--- config.mk ---
export PLATFORM = sky130hd
export DESIGN_NAME = mult_div_unit
export DESIGN_NICKNAME = d
export VERILOG_FILES = /design/src/rtl/mult_div_unit.sv
export SDC_FILE = /design/constraint.sdc
export NUM_CORES = 1
export LEC_CHECK = 0
export ABC_CLOCK_PERIOD_IN_PS = 3160
export BUFFER_PORTS_ARGS = -buffer_cell sky130_fd_sc_hd__buf_4
export CORE_UTILIZATION = 42
export DETAILED_ROUTE_END_ITERATION = 8
export GPL_TIMING_DRIVEN = 0
export PLACE_DENSITY = 0.68
export SLEW_MARGIN = 20
export SYNTH_ARGS = -nofsm -noshare
export SYNTH_HDL_FRONTEND = slang
export SYNTH_SLANG_ARGS = --single-unit
--- constraint.sdc ---
create_clock -name CLK -period 3.16 [get_ports CLK]
set_input_delay 0.474 -clock CLK [delete_from_list [all_inputs] [get_ports CLK]]
set_output_delay 0.474 -clock CLK [all_outputs]
set_load 0.02 [all_outputs]
--- src/rtl/mult_div_unit.sv ---
// Iterative 32x32 multiply / 32/32 divide unit: radix-2 shift-add and restoring division, 34-cycle latency.
// Signed operation is compiled in only when MULT_DIV_SIGNED_EN is defined; otherwise is_signed is ignored.
module mult_div_unit (
    input  logic        CLK,
    input  logic        RST,
    input  logic        mult_start,
    input  logic        div_start,
    input  logic [31:0] op_a,
    input  logic [31:0] op_b,
    input  logic        is_signed,
    output logic [31:0] hi,
    output logic [31:0] lo,
    output logic        mult_div_done,
    output logic        busy,
    output logic        div_by_zero
);

    typedef enum logic [1:0] {IDLE, CALC, FIX, DONE} state_t;

    state_t      state_q, state_d;
    logic [5:0]  cnt_q, cnt_d;
    logic        is_div_q, is_div_d;
    logic        neg_a_q, neg_a_d;
    logic        neg_b_q, neg_b_d;
    logic        b_zero_q, b_zero_d;
    logic [31:0] opnd_q, opnd_d;
    logic [31:0] acc_hi_q, acc_hi_d;
    logic [31:0] acc_lo_q, acc_lo_d;
    logic [31:0] hi_q, hi_d;
    logic [31:0] lo_q, lo_d;
    logic        done_q, done_d;
    logic        busy_q, busy_d;
    logic        dbz_q, dbz_d;

    logic        signed_sel;
    logic        neg_a_in, neg_b_in;
    logic [31:0] a_mag_in, b_mag_in;
    logic [32:0] mult_sum;
    logic [32:0] div_trial;
    logic [63:0] prod_raw, prod_fix;
    logic [31:0] quot_fix, rem_fix;

`ifdef MULT_DIV_SIGNED_EN
    assign signed_sel = is_signed;
`else
    assign signed_sel = 1'b0 & is_signed;
`endif

    // The accumulator pair holds {partial product, multiplier} or {remainder, shifting dividend/quotient}.
    always_comb begin
        neg_a_in  = signed_sel & op_a[31];
        neg_b_in  = signed_sel & op_b[31];
        a_mag_in  = neg_a_in ? (~op_a + 32'd1) : op_a;
        b_mag_in  = neg_b_in ? (~op_b + 32'd1) : op_b;
        mult_sum  = {1'b0, acc_hi_q} + (acc_lo_q[0] ? {1'b0, opnd_q} : 33'd0);
        div_trial = {acc_hi_q, acc_lo_q[31]} - {1'b0, opnd_q};
        prod_raw  = {acc_hi_q, acc_lo_q};
        prod_fix  = (neg_a_q ^ neg_b_q) ? (~prod_raw + 64'd1) : prod_raw;
        quot_fix  = b_zero_q ? 32'hFFFF_FFFF
                  : ((neg_a_q ^ neg_b_q) ? (~acc_lo_q + 32'd1) : acc_lo_q);
        rem_fix   = neg_a_q ? (~acc_hi_q + 32'd1) : acc_hi_q;

        state_d  = state_q;
        cnt_d    = cnt_q;
        is_div_d = is_div_q;
        neg_a_d  = neg_a_q;
        neg_b_d  = neg_b_q;
        b_zero_d = b_zero_q;
        opnd_d   = opnd_q;
        acc_hi_d = acc_hi_q;
        acc_lo_d = acc_lo_q;
        hi_d     = hi_q;
        lo_d     = lo_q;

        case (state_q)
            IDLE: begin
                if (mult_start || div_start) begin
                    is_div_d = !mult_start;
                    neg_a_d  = neg_a_in;
                    neg_b_d  = neg_b_in;
                    b_zero_d = !mult_start && (op_b == 32'd0);
                    opnd_d   = mult_start ? a_mag_in : b_mag_in;
                    acc_lo_d = mult_start ? b_mag_in : a_mag_in;
                    acc_hi_d = 32'd0;
                    cnt_d    = 6'd0;
                    state_d  = CALC;
                end
            end
            CALC: begin
                if (is_div_q) begin
                    if (!div_trial[32]) begin
                        acc_hi_d = div_trial[31:0];
                        acc_lo_d = {acc_lo_q[30:0], 1'b1};
                    end else begin
                        acc_hi_d = {acc_hi_q[30:0], acc_lo_q[31]};
                        acc_lo_d = {acc_lo_q[30:0], 1'b0};
                    end
                end else begin
                    acc_hi_d = mult_sum[32:1];
                    acc_lo_d = {mult_sum[0], acc_lo_q[31:1]};
                end
                cnt_d = cnt_q + 6'd1;
                if (cnt_q == 6'd31) begin
                    state_d = FIX;
                end
            end
            FIX: begin
                // Divide-by-zero remainder magnitude equals |op_a|, so the remainder sign rule restores op_a.
                if (is_div_q) begin
                    hi_d = rem_fix;
                    lo_d = quot_fix;
                end else begin
                    hi_d = prod_fix[63:32];
                    lo_d = prod_fix[31:0];
                end
                state_d = DONE;
            end
            DONE: begin
                state_d = IDLE;
            end
            default: begin
                state_d = IDLE;
            end
        endcase

        busy_d = (state_d != IDLE);
        done_d = (state_q == FIX);
        dbz_d  = (state_q == FIX) && b_zero_q;
    end

    always_ff @(posedge CLK or negedge RST) begin
        if (!RST) begin
            state_q  <= IDLE;
            cnt_q    <= 6'd0;
            is_div_q <= 1'b0;
            neg_a_q  <= 1'b0;
            neg_b_q  <= 1'b0;
            b_zero_q <= 1'b0;
            opnd_q   <= 32'd0;
            acc_hi_q <= 32'd0;
            acc_lo_q <= 32'd0;
            hi_q     <= 32'd0;
            lo_q     <= 32'd0;
            done_q   <= 1'b0;
            busy_q   <= 1'b0;
            dbz_q    <= 1'b0;
        end else begin
            state_q  <= state_d;
            cnt_q    <= cnt_d;
            is_div_q <= is_div_d;
            neg_a_q  <= neg_a_d;
            neg_b_q  <= neg_b_d;
            b_zero_q <= b_zero_d;
            opnd_q   <= opnd_d;
            acc_hi_q <= acc_hi_d;
            acc_lo_q <= acc_lo_d;
            hi_q     <= hi_d;
            lo_q     <= lo_d;
            done_q   <= done_d;
            busy_q   <= busy_d;
            dbz_q    <= dbz_d;
        end
    end

    assign hi            = hi_q;
    assign lo            = lo_q;
    assign mult_div_done = done_q;
    assign busy          = busy_q;
    assign div_by_zero   = dbz_q;

endmodule

==> results.json <==
{
  "fraction_of_the_core_area_covered_by_cells_at_the_end_of_the_flow": 0.524,
  "synth_seq_area_share": 0.367,
  "place_congestion": 1.00,
  "max_slew_margin": 0.334,
  "max_cap_violations": 0,
  "route.antenna.remaining_nets": 0,
  "regToRegSetupSlack_ns": -0.01,
  "synth_xor_area_frac": 0.0430,
  "cts-root-buf": "sky130_fd_sc_hd__clkbuf_16",
  "synthFlopType": "sky130_fd_sc_hd__dfrtp_1",
  "reg2reg_from": "opnd_q[0]$_DFFE_PN0P_",
  "synth_warnings": 0,
  "hp-start": "div_start",
  "fmaxAchievable_ghz": 0.315,
  "tritoncts": "yes",
  "wire_length_of_the_first_global_routing_pass_um": 59100,
  "clk-insertion-delay-late_ns": 0.45,
  "avgViaCountPerCell": 5.92,
  "instances_no_fill": 1826,
  "area.growth.synth_to_final_pct": 23.0,
  "endpoint_kind": "flip-flop",
  "synth-async-reset-ratio": 1.00,
  "critPathRequiredTime_ns": 3.43,
  "status": "finished, violations left",
  "timing.final.crit_share": 1.00,
  "layout_min_cycle_time_ns": 3.17,
  "hold-worst-slack_ns": 0.350,
  "share_of_the_synthesized_area_in_compound_gates_ao_oa_aoi_oai": 0.228,
  "grt_usage": 0.268,
  "fraction_of_final_layout_cells_with_drive_strength_greater_than_1": 0.207,
  "holdPathStages": 3,
  "design.portCount": 136,
  "die_y_um": 170,
  "cts_buffers": 17,
  "worst_slack_ns": -0.0105,
  "violated_checks": "setup timing",
  "die_area_um2": 28800,
  "post_synth_instance_area_um2": 11800,
  "mostFrequentLayoutCell": "sky130_fd_sc_hd__dfrtp_1",
  "numPortBuffers": 133,
  "cts.sink_count": 173,
  "main_combinational_cell_family_by_area_after_synthesis": "compound AO/OA/AOI/OAI gates",
  "final_cell_mix": "sky130_fd_sc_hd__dfrtp_1, sky130_fd_sc_hd__buf_4, sky130_fd_sc_hd__mux2i_1",
  "unrepaired_setup_endpoints_after_global_routing": "true",
  "final_routed_wirelength_um": 38400,
  "synth-edff-count": 0,
  "holdCritPathClass": "in2reg",
  "dr_total_vias": 10800,
  "top_fanout_value_on_the_critical_path": 6,
  "insertedDiodeCount": 0,
  "die_width_um": 170,
  "htreeDepth": 4,
  "avgSynthCellArea_um2": 9.36,
  "grt_antenna_before_repair": 0,
  "remaining_drc_errors": 0,
  "totalNegativeSetupSlack_ns": -0.0123,
  "synthSimpleGateAreaFrac": 0.112,
  "timing.critical_path.from_type": "flip-flop",
  "vdd_drop_max_mv": 0.624,
  "drt_pass1_iterations": 5,
  "report.final.setup_viol": 3,
  "detailed_place_hpwl_um": 29400,
  "clk_pin_slew_ns": 0.07,
  "num-nets-final": 1571,
  "ys_types": 68,
  "whs_endpoint": "state_q[0]$_DFF_PN0_",
  "worst_slew_pin_slew_ns": 0.995,
  "first_global_vias": 10500,
  "start_util": 0.426,
  "clockBufferDepth": 2,
  "num_rows": 61,
  "r2r-end": "acc_hi_q[28]$_DFFE_PN0P_",
  "synth_nets": 1398,
  "routed_wire_length_per_instance_um": 21.0,
  "maximum_number_of_pins_on_one_net_before_global_route_repair": 70,
  "floorplan.core_area_um2": 27700,
  "hold_viol": 0,
  "drv_slew": 0,
  "drtIter0Drc": 889,
  "synth_cells": 1262,
  "dp_worst_setup_slack_ns": -0.807,
  "worstRegToRegCells": 13,
  "synth-adder-area-share": 0.0723,
  "placedCellCount": 1775,
  "synth.mux.area_fraction": 0.136,
  "grt_overflow_total": 0,
  "leakagePower_nw": 6.53,
  "postSynthRegisterBits": 173,
  "fin_skew_ns": 0.0161,
  "power.density_nw_per_um2": 1160,
  "critical_path_arrival_ns": 3.44,
  "crit_type": "reg2reg"
}
report_power, final:
| part | internal [mW] | switching (mW) | total (mW) |
|---|---|---|---|
| clock network | 1.08 | 1.11 | 2.20 |
| registers | 2.84 | 0.929 | 3.77 |
| logic | 4.96 | 5.98 | 10.9 |
| total | 8.89 | 8.03 | 16.9 |
critical path, cell delays in order (launching register included):
cell                        delay [ns]
sky130_fd_sc_hd__dfrtp_1          0.43
sky130_fd_sc_hd__ha_4             0.19
sky130_fd_sc_hd__fa_2             0.39
sky130_fd_sc_hd__nor2b_4          0.14
sky130_fd_sc_hd__o31a_4           0.16
sky130_fd_sc_hd__o311ai_4         0.12
sky130_fd_sc_hd__a21oi_4          0.27
sky130_fd_sc_hd__o2111ai_4        0.20
sky130_fd_sc_hd__o21ai_4          0.26
sky130_fd_sc_hd__xor2_4           0.19
sky130_fd_sc_hd__buf_12           0.17
sky130_fd_sc_hd__buf_8            0.14
sky130_fd_sc_hd__mux2i_2          0.23
sky130_fd_sc_hd__a211oi_2         0.11
cell type report:
type,instances,area [µm²]
clock buffers,17,425
fillers,2565,13200
inverters,52,195
clock inverters,15,190
flip-flops and latches,173,4340
multi-input cells,962,7290
well taps,378,473
repair buffers,159,1300
plain buffers,70,320
sequential cells by signal (all words and copies together) (netlist names):
register	cells
acc_hi_q	32
acc_lo_q	32
hi	32
lo	32
opnd_q	32
cnt_q	6
state_q	2
b_zero_q	1
busy	1
div_by_zero	1
is_div_q	1
mult_div_done	1
synth_stat cells, types with 4 or more instances:
cell type                  instances  area share
sky130_fd_sc_hd__a211oi_1         39       0.025
sky130_fd_sc_hd__a21o_1           30       0.019
sky130_fd_sc_hd__a21oi_1         103       0.044
sky130_fd_sc_hd__a22oi_1          19       0.012
sky130_fd_sc_hd__a31oi_1          12      0.0064
sky130_fd_sc_hd__a32oi_1           5      0.0037
sky130_fd_sc_hd__and2_1           36       0.019
sky130_fd_sc_hd__and3_1            5      0.0026
sky130_fd_sc_hd__buf_1             9      0.0029
sky130_fd_sc_hd__clkbuf_1         59       0.019
sky130_fd_sc_hd__dfrtp_1         173        0.37
sky130_fd_sc_hd__ha_1             65       0.069
sky130_fd_sc_hd__inv_1            52       0.017
sky130_fd_sc_hd__mux2_2           33       0.031
sky130_fd_sc_hd__mux2i_1         123        0.10
sky130_fd_sc_hd__nand2_1          98       0.031
sky130_fd_sc_hd__nand2b_1          7      0.0037
sky130_fd_sc_hd__nand3_1          14      0.0059
sky130_fd_sc_hd__nand4_1          12      0.0064
sky130_fd_sc_hd__nor2_1           62       0.020
sky130_fd_sc_hd__nor2b_1          12      0.0064
sky130_fd_sc_hd__nor3_1            8      0.0034
sky130_fd_sc_hd__nor4_1            7      0.0037
sky130_fd_sc_hd__o211ai_1         11      0.0070
sky130_fd_sc_hd__o21a_1           11      0.0070
sky130_fd_sc_hd__o21ai_0          93       0.039
sky130_fd_sc_hd__o21bai_1          5      0.0032
sky130_fd_sc_hd__o221ai_1          6      0.0045
sky130_fd_sc_hd__o22a_1           34       0.025
sky130_fd_sc_hd__or2_2             4      0.0021
sky130_fd_sc_hd__or3_1             6      0.0032
sky130_fd_sc_hd__xnor2_1          30       0.022
sky130_fd_sc_hd__xor2_1           23       0.017
stage by stage:
stage / power (mW) / instance area, µm²
floorplan: 10.4 / 11800
global placement: 12.7 / 13300
detailed placement: 12.9 / 13300
CTS: 15.5 / 14100
global route: 18.0 / 14500
finish: 16.9 / 14500
repair_timing:
action | CTS | global route
buffers inserted | 9 | 13
cloned | 0 | 2
hold buffers | 1 | 0
endpoints found under the setup margin | 33 | 33
pin swaps | 8 | 18
gates resized for setup | 33 | 71
endpoints found under the hold margin | 40 | 0
kinds of logic (layout without fill, tap and decap cells):
group | Yosys count | in the layout
AOI/OAI and AO/OA | 407 | 407
xor gates and xnor gates | 55 | 55
adders and majority gates | 67 | 67
buffers and inverters | 127 | 313
DFF | 173 | 173
muxes | 156 | 156
and+or+nand+nor | 277 | 277
worst max-delay path by stage:
stage          cells after the start                     start                        to  slack, ns
4_1_cts                           12   acc_lo_q[0]$_DFFE_PN0P_  acc_hi_q[29]$_DFFE_PN0P_     -0.006
6_report                          13     opnd_q[0]$_DFFE_PN0P_  acc_hi_q[28]$_DFFE_PN0P_      -0.01
3_3_place_gp                      13   acc_lo_q[0]$_DFFE_PN0P_  acc_hi_q[30]$_DFFE_PN0P_      -0.76
3_5_place_dp                      13   acc_lo_q[0]$_DFFE_PN0P_  acc_hi_q[30]$_DFFE_PN0P_      -0.81
5_1_grt                           13     opnd_q[0]$_DFFE_PN0P_  acc_hi_q[28]$_DFFE_PN0P_      -0.09
2_1_floorplan                     13  acc_lo_q[31]$_DFFE_PN0P_  acc_hi_q[28]$_DFFE_PN0P_       0.26
layer usage:
layer	up-vias	routed length, µm	global-route usage
met5	-	0	0
met4	0	1210	0.0971
met3	78	2430	0.0364
met2	460	18000	0.442
met1	5292	16700	0.356
li1	4975	-	-
Note: power is estimated with default switching activity, not from simulation.
